`config.mk`:
```
export PLATFORM = sky130hd
export DESIGN_NAME = ber_accumulator
export DESIGN_NICKNAME = d
export VERILOG_FILES = /design/src/rtl/ber_accumulator.sv
export SDC_FILE = /design/constraint.sdc
export NUM_CORES = 1
export LEC_CHECK = 0
export ABC_AREA = 1
export CAP_MARGIN = 30
export CORE_ASPECT_RATIO = 0.6
export CORE_MARGIN = 1.5
export CORE_UTILIZATION = 50
export DETAILED_ROUTE_END_ITERATION = 8
export DONT_BUFFER_PORTS = 1
export PLACE_DENSITY = 0.72
export SYNTH_ARGS = -nofsm -noshare
export SYNTH_HDL_FRONTEND = slang
export SYNTH_SLANG_ARGS = --single-unit
```
`constraint.sdc`:
```
create_clock -name clk -period 7.6 [get_ports clk]
set_clock_uncertainty 0.15 [all_clocks]
set_input_delay 0.76 -clock clk [delete_from_list [all_inputs] [get_ports clk]]
set_output_delay 0.76 -clock clk [all_outputs]
set_load 0.005 [all_outputs]
```
`src/rtl/ber_accumulator.sv`:
```
// Bit-error-rate accumulator: counts compared words, bits and bit errors from a
// PRBS checker over a word window or until stopped, tracking lock losses.
module ber_accumulator #(
    parameter int WIDTH = 8,
    parameter int CNT_W = 48,
    parameter int ERR_W = 32
) (
    input  logic             clk,
    input  logic             reset_n,
    input  logic             start,
    input  logic             stop,
    input  logic [CNT_W-1:0] window,
    input  logic             lock,
    input  logic             valid,
    input  logic [WIDTH:0]   err_num,
    output logic             busy,
    output logic             done,
    output logic [CNT_W-1:0] bit_cnt,
    output logic [CNT_W-1:0] word_cnt,
    output logic [ERR_W-1:0] err_cnt,
    output logic [15:0]      lock_loss_cnt,
    output logic             err_sat
);

    typedef enum logic [1:0] {
        IDLE,
        WAIT_LOCK,
        MEASURE,
        DONE
    } state_t;

    // The error sum must be wide enough for both the counter and a clamped
    // err_num, plus one carry bit to detect overflow.
    localparam int EW = ((ERR_W > WIDTH + 1) ? ERR_W : WIDTH + 1) + 1;
    localparam logic [ERR_W-1:0] ERR_MAX = '1;

    state_t state, state_next;

    logic             clear, count, loss;
    logic [WIDTH:0]   err_clamp;
    logic [CNT_W:0]   word_sum, bit_sum;
    logic [EW-1:0]    err_sum;
    logic [16:0]      loss_sum;
    logic [CNT_W-1:0] word_inc, bit_inc;
    logic [ERR_W-1:0] err_inc;
    logic [15:0]      loss_inc;
    logic             count_sat, loss_sat;

    always_comb begin
        err_clamp = (err_num > (WIDTH+1)'(WIDTH)) ? (WIDTH+1)'(WIDTH) : err_num;
        word_sum  = {1'b0, word_cnt} + (CNT_W+1)'(1);
        bit_sum   = {1'b0, bit_cnt} + (CNT_W+1)'(WIDTH);
        err_sum   = EW'(err_cnt) + EW'(err_clamp);
        loss_sum  = {1'b0, lock_loss_cnt} + 17'd1;
        word_inc  = word_sum[CNT_W] ? '1 : word_sum[CNT_W-1:0];
        bit_inc   = bit_sum[CNT_W] ? '1 : bit_sum[CNT_W-1:0];
        err_inc   = (err_sum > EW'(ERR_MAX)) ? ERR_MAX : err_sum[ERR_W-1:0];
        loss_inc  = loss_sum[16] ? '1 : loss_sum[15:0];
        count_sat = (word_inc == '1) || (bit_inc == '1) || (err_inc == ERR_MAX);
        loss_sat  = (loss_inc == '1);
    end

    // Stop outranks lock loss, which outranks counting and window completion.
    always_comb begin
        state_next = state;
        clear      = 1'b0;
        count      = 1'b0;
        loss       = 1'b0;
        case (state)
            IDLE: begin
                if (start) begin
                    clear      = 1'b1;
                    state_next = WAIT_LOCK;
                end
            end
            WAIT_LOCK: begin
                if (stop)
                    state_next = DONE;
                else if (lock)
                    state_next = MEASURE;
            end
            MEASURE: begin
                if (stop) begin
                    state_next = DONE;
                end else if (!lock) begin
                    loss       = 1'b1;
                    state_next = WAIT_LOCK;
                end else if (valid) begin
                    count = 1'b1;
                    if ((window != '0) && (word_inc == window))
                        state_next = DONE;
                end
            end
            DONE: begin
                if (start) begin
                    clear      = 1'b1;
                    state_next = WAIT_LOCK;
                end else begin
                    state_next = IDLE;
                end
            end
            default: state_next = IDLE;
        endcase
    end

    always_ff @(posedge clk or negedge reset_n) begin
        if (!reset_n) begin
            state <= IDLE;
            busy  <= 1'b0;
            done  <= 1'b0;
        end else begin
            state <= state_next;
            busy  <= (state_next == WAIT_LOCK) || (state_next == MEASURE);
            done  <= (state_next == DONE);
        end
    end

    always_ff @(posedge clk or negedge reset_n) begin
        if (!reset_n) begin
            bit_cnt       <= '0;
            word_cnt      <= '0;
            err_cnt       <= '0;
            lock_loss_cnt <= '0;
            err_sat       <= 1'b0;
        end else if (clear) begin
            bit_cnt       <= '0;
            word_cnt      <= '0;
            err_cnt       <= '0;
            lock_loss_cnt <= '0;
            err_sat       <= 1'b0;
        end else if (count) begin
            bit_cnt  <= bit_inc;
            word_cnt <= word_inc;
            err_cnt  <= err_inc;
            err_sat  <= err_sat | count_sat;
        end else if (loss) begin
            lock_loss_cnt <= loss_inc;
            err_sat       <= err_sat | loss_sat;
        end
    end

endmodule
```
==> impl_metrics.toml <==
[clock_tree]
cts.clk_slew.worst_paths_ns = 0.07
numCtsBuffers = 17
cts.sink_count = 149
max-clock-path-buffers = 2
cts_tree = "yes"
cts.htree.levels = 4
cts_setup_buffers = 0
clk_root_buffer_cell = "sky130_fd_sc_hd__clkbuf_16"
worst_skew_pair.late_latency_ns = 0.44

[yosys]
ys.warnings.count = 0
synth_top_area_cell = "sky130_fd_sc_hd__dfrtp_1"
synthTopCellsByArea = "sky130_fd_sc_hd__dfrtp_1 31%, sky130_fd_sc_hd__nand2_1 19%, sky130_fd_sc_hd__inv_1 7.6%"
yosysTopAreaCellShare_pct = 31.46
ys_seq_area_share_pct = 31.46
synth_flop_cell = "sky130_fd_sc_hd__dfrtp_1"
syn_inst = 1908
synth_edf_count = 0
netlist_area_before_placement_sq_um = 11850
synth-seq-cells = 149
mean_area_per_synthesized_cell_sq_um = 6.211
synth_cell_types = 43
synth_async_sr_flop_share_pct = 100.0

[detailed_routing]
routedWlPerCell_um = 19.49
total_iterations_of_the_first_detailed_routing_run = 6
routed_wl_um = 43310
drtIter0Drc = 1520
routed-via-count = 13030
viasPerCell = 5.864
count_of_unresolved_drc_violations_after_routing = 0
route.antenna.remaining_nets = 0

[timing]
fin_crit_ns = 4.416
finalHoldWorstSlack_ns = 0.1874
finalHoldViolCount = 0
timing.final.max_slew_violations = 0
setup_repair_after_global_routing_missed_its_margin = "false"
worst-slew-pin-transition_ns = 1.068
fmax_mhz = 226.4
tns_ns = 0
timing.final.crit_share_pct = 58.11
max_slew_margin_pct = 28.04
finalSetupViolCount = 0

[run_status]
run_status = "complete, no violations"

[place]
placedCellCount = 2189
port_buffers = 0
dpl.hpwl_um = 33100
last_weighted_congestion_value_of_the_routability_driven_placer = 0.9860

[job]
cap_violations = 0

[finish]
multiInputGateArea_sq_um = 6974
finish.cell_count_without_fillers = 2222
final_nets = 1975
fillCellCount = 2363
layout.core_utilization_pct = 54.90
sequential_cell_area_sq_um = 3729
drive_gt1_share_pct = 4.300
areaGrowthSynthToFinish_pct = 7.423
antennaDiodeCount = 0

[die]
initial_core_util_pct = 51.10
core_box_area_sq_um = 23190
die_height_um = 122.3
die_width_um = 201.7
design.portCount = 210
std_cell_rows = 43
die-area_sq_um = 24660

[critical_path]
critical_path_arrival_ns = 4.59
cp-start-kind = "register"
max_stage_delay_ns = 0.62
crit_path_cell_chain = "ha_1 -> nand2_2 -> nor2_8 -> nand2_4 -> nor2_4 -> nand3_4 -> nand3_1 -> o21ai_1 -> nor2_1 -> nand2_1 -> nor2_1 -> nand2_1 -> nor2_1 -> nand3_1 -> nand2_1 -> nand2_1 -> a21oi_1 -> ha_1"
end_kind = "register"
path_class = "register to register"
critical-path-slowest-cell = "sky130_fd_sc_hd__nand3_4"
reg2reg_depth = 18
crit_fanout = 62
cp.required_ns = 7.78
cpMostUsedCell = "sky130_fd_sc_hd__nand2_1"

[global_routing]
overall_routing_resource_usage_pct = 35.55
grt_pass1_vias = 11790
grt_max_degree = 150
antenna_found_initial = 0
grt_pass1_wl_um = 67690
grt_overflow = 0

[worst_hold_path]
min-delay-path-class = "input port to async pin"

[power_and_ir_drop]
power_switching_uw = 774.9
power.leakage_uw = 0.005623
internal-power_uw = 1385
power.clock.fraction_pct = 39.3
comb_power_share_pct = 20.2
power.switching_fraction_pct = 35.88
vdd_ir_drop_max_mv = 0.1451
fin_total_pwr_uw = 2160
power.sequential.fraction_pct = 40.5
power_density_nw_per_um2 = 169.7
synth_stat cells (2+ instances only):
master	count
sky130_fd_sc_hd__nor2_2	3
sky130_fd_sc_hd__and3_1	2
sky130_fd_sc_hd__a31o_2	8
sky130_fd_sc_hd__nor4_1	11
sky130_fd_sc_hd__or2_2	3
sky130_fd_sc_hd__nand2_1	605
sky130_fd_sc_hd__clkinv_1	4
sky130_fd_sc_hd__o21ai_0	122
sky130_fd_sc_hd__inv_1	241
sky130_fd_sc_hd__xor2_1	62
sky130_fd_sc_hd__buf_2	7
sky130_fd_sc_hd__buf_1	3
sky130_fd_sc_hd__nor3b_1	2
sky130_fd_sc_hd__and2_1	3
sky130_fd_sc_hd__o21bai_1	2
sky130_fd_sc_hd__nand3_2	3
sky130_fd_sc_hd__nor3_1	65
sky130_fd_sc_hd__ha_1	17
sky130_fd_sc_hd__o21ai_1	11
sky130_fd_sc_hd__o22ai_1	31
sky130_fd_sc_hd__nand3_1	174
sky130_fd_sc_hd__nor2_1	209
sky130_fd_sc_hd__dfrtp_1	149
sky130_fd_sc_hd__nand4_1	65
sky130_fd_sc_hd__clkbuf_1	32
sky130_fd_sc_hd__inv_2	14
sky130_fd_sc_hd__xnor2_1	8
sky130_fd_sc_hd__a21oi_1	27
sky130_fd_sc_hd__buf_6	3
sky130_fd_sc_hd__nand3b_1	3
sky130_fd_sc_hd__o211ai_1	2
sky130_fd_sc_hd__nand2_2	4
sky130_fd_sc_hd__o21a_1	3
layout by cell type (no fill, tap or decap), types with 6 or more instances in the layout:
master                      netlist  routed
sky130_fd_sc_hd__a21oi_1         27      27
sky130_fd_sc_hd__a31o_2           8       8
sky130_fd_sc_hd__buf_4            0       6
sky130_fd_sc_hd__clkbuf_16        0      17
sky130_fd_sc_hd__dfrtp_1        149     149
sky130_fd_sc_hd__ha_1            17      17
sky130_fd_sc_hd__inv_1          241     241
sky130_fd_sc_hd__inv_2           14      14
sky130_fd_sc_hd__nand2_1        605     604
sky130_fd_sc_hd__nand3_1        174     174
sky130_fd_sc_hd__nand4_1         65      65
sky130_fd_sc_hd__nor2_1         209     208
sky130_fd_sc_hd__nor3_1          65      65
sky130_fd_sc_hd__nor4_1          11      11
sky130_fd_sc_hd__o21ai_0        122     122
sky130_fd_sc_hd__o21ai_1         11      11
sky130_fd_sc_hd__o22ai_1         31      31
sky130_fd_sc_hd__xnor2_1          8       8
sky130_fd_sc_hd__xor2_1          62      62
power by group through the flow:
| stage | clock network, uW | registers [uW] | logic (uW) |
|---|---|---|---|
| final | 849 | 875 | 436 |
| after global placement | 0 | 888 | 402 |
| after detailed placement | 0 | 889 | 408 |
| after CTS | 859 | 875 | 428 |
| after floorplan | 0 | 872 | 298 |
| after global routing | 894 | 880 | 486 |
critical path, delay by kind of cell (launching register included):
family	cells	cell delay [ns]
compound gates	2	0.34
fa+ha+maj	2	0.66
simple gates	14	2.65
flops	1	0.47
per-stage QoR:
| stage | cell area, sq um | setup slack, ns |
|---|---|---|
| finish | 12730 | 3.184 |
| global route | 12730 | 2.861 |
| floorplan | 11870 | 3.981 |
| detailed placement | 12130 | 3.202 |
| global placement | 12110 | 3.027 |
| CTS | 12730 | 3.304 |
layout make-up:
class	count	area share, %
inverters	259	7.637
repair buffers	8	0.6880
well taps	315	3.096
flip-flops and latches	149	29.29
clock inverters	15	1.160
multi-input cells	1459	54.79
clock buffers	17	3.342
final timing paths:
check                             from            to  slack [ns]
min reg2reg                 bit_cnt[2]    bit_cnt[2]        0.40
max                        word_cnt[0]          busy        3.18
max in group asynchronous      reset_n  word_cnt[39]        6.55
min in group clk            bit_cnt[2]    bit_cnt[2]        0.40
min                            reset_n    err_cnt[9]        0.19
max reg2reg                word_cnt[0]          busy        3.18
metal layers:
metal	track usage [%]	up-vias	routed length, um
met1	50.94	6028	18830
met4	8.722	0	808
met5	0	-	0
met2	50.34	784	17390
met3	13.04	60	6280
li1	-	6158	-
kinds of logic (layout without fill, tap and decap cells):
family | count (synthesis) | after routing | synth area share (%)
xor+xnor | 70 | 70 | 5.174
buf+inv | 304 | 299 | 9.893
flops | 149 | 149 | 31.46
simple gates | 1157 | 1157 | 41.84
fa+ha+maj | 18 | 18 | 1.964
other cells | 1 | 5 | 0.03165
compound gates | 209 | 209 | 9.629
repair_timing:
action / in CTS / in global routing
gates resized for setup: 0 / 0
hold endpoints to repair: 149 / 0
hold buffers: 1 / 0
sequential cells by signal (all words and copies together) (netlist names):
register,cells
word_cnt,48
bit_cnt,48
state,2
err_cnt,32
done,1
err_sat,1
lock_loss_cnt,16
busy,1
(Power assumes the default switching activity.)
